==> src/rtl/imem_arb_pkg.sv <==
// Shared types and constants for the instruction-memory arbiter.
// The owner encoding tags each one-cycle-delayed read response.
package imem_arb_pkg;

    typedef enum logic [1:0] {
        OWN_NONE = 2'd0,
        OWN_IF   = 2'd1,
        OWN_LS   = 2'd2
    } owner_e;

    localparam int MAX_WAIT_DEFAULT = 4;
    localparam int STARVE_W_DEFAULT = $clog2(MAX_WAIT_DEFAULT + 1);

    // Counter width needed to hold 0..max_wait inclusive.
    function automatic int starve_width(input int max_wait);
        return $clog2(max_wait + 1);
    endfunction

endpackage

==> src/rtl/arb_starve_ctr.sv <==
// Saturating wait counter: clear has priority, increments stop at MAX.
// o_sat flags that the guarded requester has waited its full allowance.
module arb_starve_ctr
    import imem_arb_pkg::*;
#(
    parameter int MAX = MAX_WAIT_DEFAULT,
    parameter int W   = starve_width(MAX)
) (
    input  logic clk,
    input  logic rst,
    input  logic i_clr,
    input  logic i_inc,
    output logic o_sat
);

    localparam logic [W-1:0] MAX_V = W'(MAX);

    logic [W-1:0] r_cnt;

    assign o_sat = (r_cnt == MAX_V);

    // Wait count register with clear, saturating increment and hold.
    always_ff @(posedge clk) begin
        if (rst) begin
            r_cnt <= '0;
        end else if (i_clr) begin
            r_cnt <= '0;
        end else if (i_inc && !o_sat) begin
            r_cnt <= r_cnt + W'(1);
        end else begin
            r_cnt <= r_cnt;
        end
    end

endmodule

==> src/rtl/imem_arbiter.sv <==
// Shares a single-port synchronous-read instruction memory between fetch and
// load/store; ls wins collisions until fetch has been denied MAX_WAIT cycles.
module imem_arbiter
    import imem_arb_pkg::*;
#(
    parameter int ADDR_WIDTH = 10,
    parameter int DATA_WIDTH = 32,
    parameter int MAX_WAIT   = MAX_WAIT_DEFAULT
) (
    input  logic                  clk,
    input  logic                  rst,
    input  logic                  i_if_req,
    input  logic [31:0]           i_if_addr,
    output logic                  o_if_gnt,
    output logic                  o_if_rvalid,
    output logic [DATA_WIDTH-1:0] o_if_rdata,
    input  logic                  i_ls_req,
    input  logic                  i_ls_we,
    input  logic [31:0]           i_ls_addr,
    input  logic [DATA_WIDTH-1:0] i_ls_wdata,
    output logic                  o_ls_gnt,
    output logic                  o_ls_rvalid,
    output logic [DATA_WIDTH-1:0] o_ls_rdata,
    output logic                  o_mem_en,
    output logic                  o_mem_we,
    output logic [ADDR_WIDTH-1:0] o_mem_addr,
    output logic [DATA_WIDTH-1:0] o_mem_wdata,
    input  logic [DATA_WIDTH-1:0] i_mem_rdata
);

    localparam int CW = starve_width(MAX_WAIT);

    owner_e r_owner;
    owner_e w_owner_nxt;
    logic   w_if_gnt;
    logic   w_ls_gnt;
    logic   w_sat;

    // Byte-offset and high address bits alias by design.
    logic w_unused_addr;
    assign w_unused_addr = ^{i_if_addr[31:ADDR_WIDTH+2], i_if_addr[1:0],
                             i_ls_addr[31:ADDR_WIDTH+2], i_ls_addr[1:0]};

    arb_starve_ctr #(
        .MAX (MAX_WAIT),
        .W   (CW)
    ) u_starve (
        .clk   (clk),
        .rst   (rst),
        .i_clr (w_if_gnt || !i_if_req),
        .i_inc (i_if_req && !w_if_gnt),
        .o_sat (w_sat)
    );

    // Grant selection: single requester wins, ls wins ties unless fetch is starved.
    always_comb begin
        w_if_gnt = 1'b0;
        w_ls_gnt = 1'b0;
        if (rst) begin
            w_if_gnt = 1'b0;
            w_ls_gnt = 1'b0;
        end else if (i_if_req && i_ls_req) begin
            w_if_gnt = w_sat;
            w_ls_gnt = !w_sat;
        end else begin
            w_if_gnt = i_if_req;
            w_ls_gnt = i_ls_req;
        end
    end

    // Memory port steering towards the winning requester.
    always_comb begin
        o_mem_addr = i_if_addr[ADDR_WIDTH+1:2];
        if (w_ls_gnt) begin
            o_mem_addr = i_ls_addr[ADDR_WIDTH+1:2];
        end else begin
            o_mem_addr = i_if_addr[ADDR_WIDTH+1:2];
        end
    end

    assign o_if_gnt    = w_if_gnt;
    assign o_ls_gnt    = w_ls_gnt;
    assign o_mem_en    = w_if_gnt || w_ls_gnt;
    assign o_mem_we    = w_ls_gnt && i_ls_we;
    assign o_mem_wdata = i_ls_wdata;

    // Response owner for the read issued this cycle; writes owe nothing.
    always_comb begin
        w_owner_nxt = OWN_NONE;
        if (w_if_gnt) begin
            w_owner_nxt = OWN_IF;
        end else if (w_ls_gnt && !i_ls_we) begin
            w_owner_nxt = OWN_LS;
        end else begin
            w_owner_nxt = OWN_NONE;
        end
    end

    // Owner state register.
    always_ff @(posedge clk) begin
        if (rst) begin
            r_owner <= OWN_NONE;
        end else begin
            r_owner <= w_owner_nxt;
        end
    end

    // rst masks a response owed from the cycle just before reset.
    assign o_if_rvalid = (r_owner == OWN_IF) && !rst;
    assign o_ls_rvalid = (r_owner == OWN_LS) && !rst;
    assign o_if_rdata  = i_mem_rdata;
    assign o_ls_rdata  = i_mem_rdata;

endmodule
==> config.mk <==
export PLATFORM = sky130hd
export DESIGN_NAME = imem_arbiter
export DESIGN_NICKNAME = d
export VERILOG_FILES = /design/src/rtl/imem_arb_pkg.sv /design/src/rtl/arb_starve_ctr.sv /design/src/rtl/imem_arbiter.sv
export SDC_FILE = /design/constraint.sdc
export NUM_CORES = 1
export LEC_CHECK = 0
export ABC_CLOCK_PERIOD_IN_PS = 2000
export BUFFER_PORTS_ARGS = -buffer_cell sky130_fd_sc_hd__buf_4
export CORE_AREA = 2 2 94 96
export CTS_CLUSTER_DIAMETER = 120
export DETAILED_ROUTE_END_ITERATION = 12
export DIE_AREA = 0 0 96 98
export PLACE_DENSITY_LB_ADDON = 0.2
export SKIP_LAST_GASP = 1
export SLEW_MARGIN = 0
export SYNTH_ARGS = -nofsm -noshare
export SYNTH_HDL_FRONTEND = slang
export SYNTH_HIERARCHICAL = 1
export SYNTH_SLANG_ARGS = --single-unit
export TNS_END_PERCENT = 5
==> constraint.sdc <==
create_clock -name clk -period 2 [get_ports clk]
set_input_delay 0.2 -clock clk [delete_from_list [all_inputs] [get_ports clk]]
set_output_delay 0.2 -clock clk [all_outputs]
set_load 0.05 [all_outputs]
==> summary.txt, run 1 <==
Run status
  • Outcome: finished with violations
  • Violated checks: setup timing

STA
  • Setup WS post-layout: -30.0 ps
  • Unrepaired setup endpoints after global routing: yes
  • Min Tclk post-route: 2030 ps
  • F_max: 493 MHz
  • Final setup fails: 10
  • Worst-margin pin slew: 260 ps
  • Max_slew headroom: 82.6%
  • Fin. Hold Viols: 0
  • Slew Viols, Final: 0
  • Period utilization: 102%
  • Hold WS: 140 ps
  • Skew final: 3.19 ps

Clock network
  • CTS tree: built
  • Root Buffer: clkbuf_8
  • Hold buffers post-CTS: 0
  • Inserted Clock Buffers: 3
  • Clock Latency Late Sink: 220 ps
  • Clk buf depth: 2
  • Clock sinks: 5
  • Reg clk slew, reported paths: 40 ps
  • H-tree levels: 1

Final layout
  • Multi-input logic area: 370 µm²
  • Share of post-route cells with drive strength above 1: 73.4%
  • Fin area: 1070 µm²
  • Filler cells: 936
  • Final design utilization: 12.7%
  • Register area: 103 µm²
  • Final nets: 230
  • Syn-to-layout area delta: -10.1%
  • N_diodes: 0

Yosys
  • Avg Cell Area, Syn: 8.47 µm²
  • Post-synthesis instance area: 1190 µm²
  • Syn Inst Count: 141
  • Synth top area cells: buf_4 (60%), mux2_4 (8.8%), dfxtp_1 (8.4%)
  • Syn Nets: 276
  • Fraction of registers with async set/reset: 0%
  • Number of synthesized flops with an enable pin: 0
  • Top-area cell type share of the netlist area: 60.3%
  • Biggest area consumer among synthesized cells: buf_4
  • Most common cell in the netlist: buf_4
  • Synth Warn #: 6
  • Yosys cell types: 19
  • Yosys reg bits: 5
  • Sequential area share after synthesis: 8.38%
  • Main synth FF type: dfxtp_1
  • Post-synth top cells: buf_4 (96), mux2_4 (7), dfxtp_1 (5), nor3b_1 (5)

Detailed routing
  • DR DRC count: 0
  • Vias/cell: 2.91
  • Pre-antenna DRT Iters: 5
  • Via count: 587
  • Wire length per cell: 9.50 µm
  • Detailed Route WL: 1920 µm
  • Post-route ant nets: 0
  • Iter 0 DRT Violations: 9

Global route
  • First-pass GRT wire length: 3020 µm
  • Largest net degree at the start of global routing: 11
  • Initial antenna violation count: 0
  • Vias in the first global route: 685
  • GRT Residual Overflow: 0
  • Tot GR Track Use: 4.03%

Worst hold path
  • Hold Path Class: in -> reg

Flow run
  • Maxcap violations: 0

Setup path
  • Critical path class: reg -> out
  • Arr. time, crit path: 1830 ps
  • CP max-delay cell: dfxtp_2
  • Critical-path maximum fanout: 6
  • CP Capture Type: output port
  • Crit-path max cell delay: 330 ps
  • Cell breakdown of the critical path: inv_2 > ha_4 > and2_4 > a211oi_4 > buf_6 > mux2_4 > buf_8
  • Critical Path RT: 1800 ps
  • Reg-to-reg slack, setup: 280 ps
  • Critical path launch point type: flop

Floorplanning
  • DIE AREA: 9410 µm²
  • Number of I/O pins: 245
  • Row cnt: 34
  • Die width: 96 µm
  • Chip height: 98 µm
  • Initial core utilization: 14.1%
  • Core area: 8470 µm²

Placed design
  • Final Wtd Congestion: 0.625
  • Placed Instance Area: 937 µm²
  • Post-DP HPWL: 1520 µm
  • Place WS: 34.0 ps
  • Count of input and output buffers: 40

Power
  • LEAKAGE: 0.473 nW
  • PwrDens: 489 nW/µm²
  • Worst VDD drop: 152 µV
per-layer routing:
| metal | wire [µm] | up-vias | track usage (%) |
|---|---|---|---|
| met1 | 649 | 250 | 4.34 |
| met2 | 857 | 60 | 5.77 |
| met5 | 0 | - | 0 |
| met4 | 110 | 0 | 3.85 |
| met3 | 301 | 21 | 1.70 |
| li1 | - | 256 | - |
state kept, by name, indices dropped and copies added, names as in the netlist:
signal          cells
u_starve/r_cnt      3
r_owner             2
report_power, final:
| part | internal, mW | total (mW) | switching, mW |
|---|---|---|---|
| sequential | 0.103 | 0.104 | 0.00136 |
| clock | 0.134 | 0.188 | 0.0543 |
| combinational | 0.112 | 0.233 | 0.122 |
final timing paths:
path / start / end / cells past startpoint
max reg2reg: u_starve/r_cnt[1]$_SDFFE_PP0P_ / u_starve/r_cnt[1]$_SDFFE_PP0P_ / 8
max: u_starve/r_cnt[0]$_SDFFE_PP0P_ / o_mem_addr[7] / 7
min reg2reg: u_starve/r_cnt[2]$_SDFFE_PP0P_ / u_starve/r_cnt[2]$_SDFFE_PP0P_ / 2
min: i_ls_we / r_owner[1]$_SDFF_PP0_ / 2
cells in the final DEF, fill, tap and decap left out:
cell and instances:
mux2_4 10, and2_4 1, nor4_2 1, dfxtp_2 2, buf_6 8, nor2_1 2
mux2_1 2, inv_1 2, and4b_1 1, and2_1 3, dfxtp_1 3, a21boi_2 1
ha_4 1, nor2b_1 2, a21oi_1 2, nor3b_1 5, nor3_1 1, buf_8 4
clkbuf_8 3, ha_1 1, buf_4 34, inv_2 2, clkinv_2 1, nand2b_1 1
a211oi_4 1
area by class of cell:
type / instances / share of cell area, %
Tap cell: 108 / 12.6
Timing Repair Buffer: 46 / 37.7
Clock buffer: 3 / 3.84
Clock inverter: 1 / 0.466
Multi-Input combinational cell: 35 / 34.5
Sequential cell: 5 / 9.55
Inverter: 4 / 1.40
logic make-up after synthesis:
group,after synthesis,synth area share (%)
compound gates,4,3.46
fa+ha+maj,2,2.09
buf+inv,101,62.8
flops,5,8.38
mux,12,13.5
simple gates,17,9.74
timing repair:
action,CTS,global route
resized for setup,21,6
cloned,1,0
setup buffers,3,0
pin swaps,2,1
endpoints found under the setup margin,11,11
stage by stage:
stage,TNS [ps],power (mW),instances
after detailed placement,0,0.316,196
after floorplan,0,0.749,141
after global placement,0,0.316,196
after global routing,-1390,0.556,202
after CTS,-656,0.540,204
final,-196,0.526,202
worst max-delay path, delay by kind of cell, from the launching register on:
family                   cells  cell delay, ps
flip-flops                   1             330
adder cells (fa/ha/maj)      1             150
buffers and inverters        3             370
AO/OA/AOI/OAI                1             270
AND/OR/NAND/NOR              1             160
multiplexers                 1             320
Note: power is estimated with default switching activity, not from simulation.
==> run 2: changes to the inputs <==
- CTS_CLUSTER_SIZE: default -> 12
- SETUP_SLACK_MARGIN: default -> 0.4
==> run 2 against run 1 <==
Effect of this change: the flow now finishes without violations; flip-flop and latch count unchanged; worst setup slack improved by 44 ps; worst hold slack better by 10 ps; die area unchanged; via count down 0.17%; register-to-register slack better by 50 ps; cell area unchanged; cell count is the same; combinational power hardly changed; wire length is 7.0% lower; utilization unchanged; critical path type unchanged; largest power group unchanged.
==> summary.txt, run 2 (synthesis gave the netlist of run 1 again) <==
Run status
  • Outcome: finished clean (was finished with violations)

Placed design
  • Final Wtd Congestion: 0.592 (was 0.625)
  • Post-DP HPWL: 1480 µm (was 1520 µm)
  • Count of input and output buffers: 40 (unchanged)
  • Placed Instance Area: 928 µm² (was 937 µm²)
  • Place WS: 165 ps (was 34.0 ps)

Setup path
  • Reg-to-reg slack, setup: 330 ps (was 280 ps)
  • Critical Path RT: 1800 ps (about the same)
  • Logic depth of the worst setup path including buffers: 7 (unchanged)
  • FF-to-FF path depth: 8 (unchanged)
  • Critical-path maximum fanout: 8 (was 6)
  • Reg2reg end: u_starve/r_cnt[0]$_SDFFE_PP0P_ (was u_starve/r_cnt[1]$_SDFFE_PP0P_)
  • Crit path from: u_starve/r_cnt[0]$_SDFFE_PP0P_ (unchanged)
  • Arr. time, crit path: 1790 ps (was 1830 ps)
  • CP Capture Type: output port (unchanged)
  • Cell breakdown of the critical path: inv_2 > ha_4 > and2_4 > a211oi_4 > buf_6 > mux2_4 > buf_8 (unchanged)
  • CP Capture Point: o_mem_addr[5] (was o_mem_addr[7])
  • Largest delay contributor family on the critical path: buffers and inverters (unchanged)
  • CP bufs+invs: 3 (unchanged)
  • Crit-path max cell delay: 320 ps (was 330 ps)
  • Critical path class: reg -> out (unchanged)
  • Critical path launch point type: flop (unchanged)
  • FF-to-FF Start: u_starve/r_cnt[0]$_SDFFE_PP0P_ (was u_starve/r_cnt[1]$_SDFFE_PP0P_)
  • CP max-delay cell: dfxtp_2 (unchanged)

Detailed routing
  • Via count: 586 (was 587)
  • DR DRC count: 0 (unchanged)
  • Wire length per cell: 8.83 µm (was 9.50 µm)
  • Iter 0 DRT Violations: 1 (was 9)
  • Pre-antenna DRT Iters: 2 (was 5)
  • Post-route ant nets: 0 (unchanged)
  • Vias/cell: 2.90 (was 2.91)
  • Detailed Route WL: 1780 µm (was 1920 µm)

Final layout
  • Fin area: 1070 µm² (unchanged)
  • Max reg flops: 3 (unchanged)
  • Largest regs: u_starve/r_cnt x3, r_owner x2 (unchanged)
  • Commonest non-fill, non-tap cells in the layout: buf_4 (34), mux2_4 (10), buf_6 (8), nor3b_1 (5), buf_8 (4) (unchanged)
  • Share of post-route cells with drive strength above 1: 73.4% (unchanged)
  • N_diodes: 0 (unchanged)
  • Largest Register: u_starve/r_cnt (unchanged)
  • Leading cell type in the layout, fill and taps excluded: buf_4 (unchanged)
  • Syn-to-layout area delta: -10.1% (unchanged)
  • Final nets: 230 (unchanged)

Global route
  • Initial antenna violation count: 0 (unchanged)
  • Vias in the first global route: 709 (was 685)
  • Largest net degree at the start of global routing: 11 (unchanged)
  • GRT Residual Overflow: 0 (unchanged)
  • First-pass GRT wire length: 2840 µm (was 3020 µm)
  • Tot GR Track Use: 3.73% (was 4.03%)

Clock network
  • Inserted Clock Buffers: 3 (unchanged)
  • Root Buffer: clkbuf_8 (unchanged)
  • Clk buf depth: 2 (unchanged)
  • H-tree levels: 1 (unchanged)
  • Clock Latency Late Sink: 210 ps (was 220 ps)
  • Clock sinks: 5 (unchanged)
  • CTS tree: built (unchanged)
  • Reg clk slew, reported paths: 30 ps (was 40 ps)

Power
  • Flop pwr share: 20.2% (was 19.8%)
  • PwrDens: 481 nW/µm² (was 489 nW/µm²)
  • Clock power frac: 35.0% (was 35.8%)
  • Internal: 0.351 mW (was 0.349 mW)
  • Logic pwr share: 44.8% (was 44.3%)
  • Switching power: 0.166 mW (was 0.177 mW)
  • Sw frac: 32.1% (was 33.7%)
  • LEAKAGE: 0.472 nW (was 0.473 nW)
  • Worst VDD drop: 153 µV (was 152 µV)
  • Final Power: 0.516 mW (was 0.526 mW)

STA
  • Hold WS: 150 ps (was 140 ps)
  • Setup WS post-layout: 14.1 ps (was -30.0 ps)
  • Fin. Hold Viols: 0 (unchanged)
  • Slew Viols, Final: 0 (unchanged)
  • Min Tclk post-route: 1990 ps (was 2030 ps)
  • Final setup fails: 0 (was 10)
  • Max_slew headroom: 84.7% (was 82.6%)
  • Unrepaired setup endpoints after global routing: yes (unchanged)
  • Worst-margin pin slew: 228 ps (was 260 ps)
  • Setup TNS: 0 ps (was -196 ps)
  • Skew final: 0.312 ps (was 3.19 ps)
  • Period utilization: 99.3% (was 102%)
  • F_max: 504 MHz (was 493 MHz)

Floorplanning
  • Core area: 8470 µm² (unchanged)
  • Die width: 96 µm (unchanged)
  • Chip height: 98 µm (unchanged)
  • Number of I/O pins: 245 (unchanged)
  • DIE AREA: 9410 µm² (unchanged)
  • Row cnt: 34 (unchanged)
  • Initial core utilization: 14.1% (unchanged)

Worst hold path
  • Hold path cells: 2 (unchanged)
  • Hold Path Class: in -> reg (unchanged)

Flow run
  • Maxcap violations: 0 (unchanged)
-- run 2: cell count changes in the layout (fill, tap and decap cells not counted), sizes merged --
cell	delta
clkbuf	+1
clkinv	-1
-- run 2: cell type report --
| class | count | area [µm²] |
|---|---|---|
| repair buffers | 46 | 405 |
| flip-flops and latches | 5 | 103 |
| well taps | 108 | 135 |
| multi-input cells | 35 | 372 |
| inverters | 4 | 15.0 |
| fillers | 963 | 7390 |
| clock buffers | 4 | 45.0 |
-- run 2: stage by stage --
step / utilization, % / cells
2_1_floorplan: - / 141
3_3_place_gp: 11.0 / 194
3_5_place_dp: 11.0 / 194
4_1_cts: 12.6 / 201
5_1_grt: 12.7 / 202
6_report: 12.7 / 202
-- run 2: worst reg2reg max path: cells and delay by family (launching register included) --
family / cells / cell delay [ps]
flip-flops: 1 / 310
AO/OA/AOI/OAI: 1 / 220
AND/OR/NAND/NOR: 3 / 510
buffers and inverters: 2 / 100
adder cells (fa/ha/maj): 1 / 130
multiplexers: 1 / 280
-- run 2: worst min-delay path by stage --
stage	startpoint	endpoint	slack, ps
after CTS	i_ls_we	r_owner[1]$_SDFF_PP0_	150
after global routing	i_ls_we	r_owner[1]$_SDFF_PP0_	160
after detailed placement	i_ls_we	r_owner[1]$_SDFF_PP0_	380
after floorplan	i_ls_we	r_owner[1]$_SDFF_PP0_	270
after global placement	i_ls_we	r_owner[1]$_SDFF_PP0_	370
final	i_ls_we	r_owner[1]$_SDFF_PP0_	150
-- run 2: repair_timing --
action                                  in CTS  in global routing
cloned                                       0                  0
pin swaps                                    2                  1
resized for setup                           19                  0
endpoints found under the setup margin      15                 16
buffers inserted                             3                  1
hold buffers                                 0                  0
hold endpoints to repair                     0                  0
-- run 2: routing by layer --
| layer | vias up | wire length [µm] | global-route usage [%] |
|---|---|---|---|
| li1 | 255 | - | - |
| met1 | 242 | 524 | 3.50 |
| met2 | 52 | 727 | 5.07 |
| met3 | 37 | 345 | 2.31 |
| met4 | 0 | 186 | 4.29 |
| met5 | - | 0 | 0 |
-- run 2: power by group through the flow --
stage	Clock (mW)	Sequential (mW)	Combinational (mW)
after detailed placement	0	0.106	0.206
after global placement	0	0.106	0.204
final	0.181	0.104	0.231
after global routing	0.194	0.105	0.244
after CTS	0.188	0.104	0.234
after floorplan	0	0.106	0.645
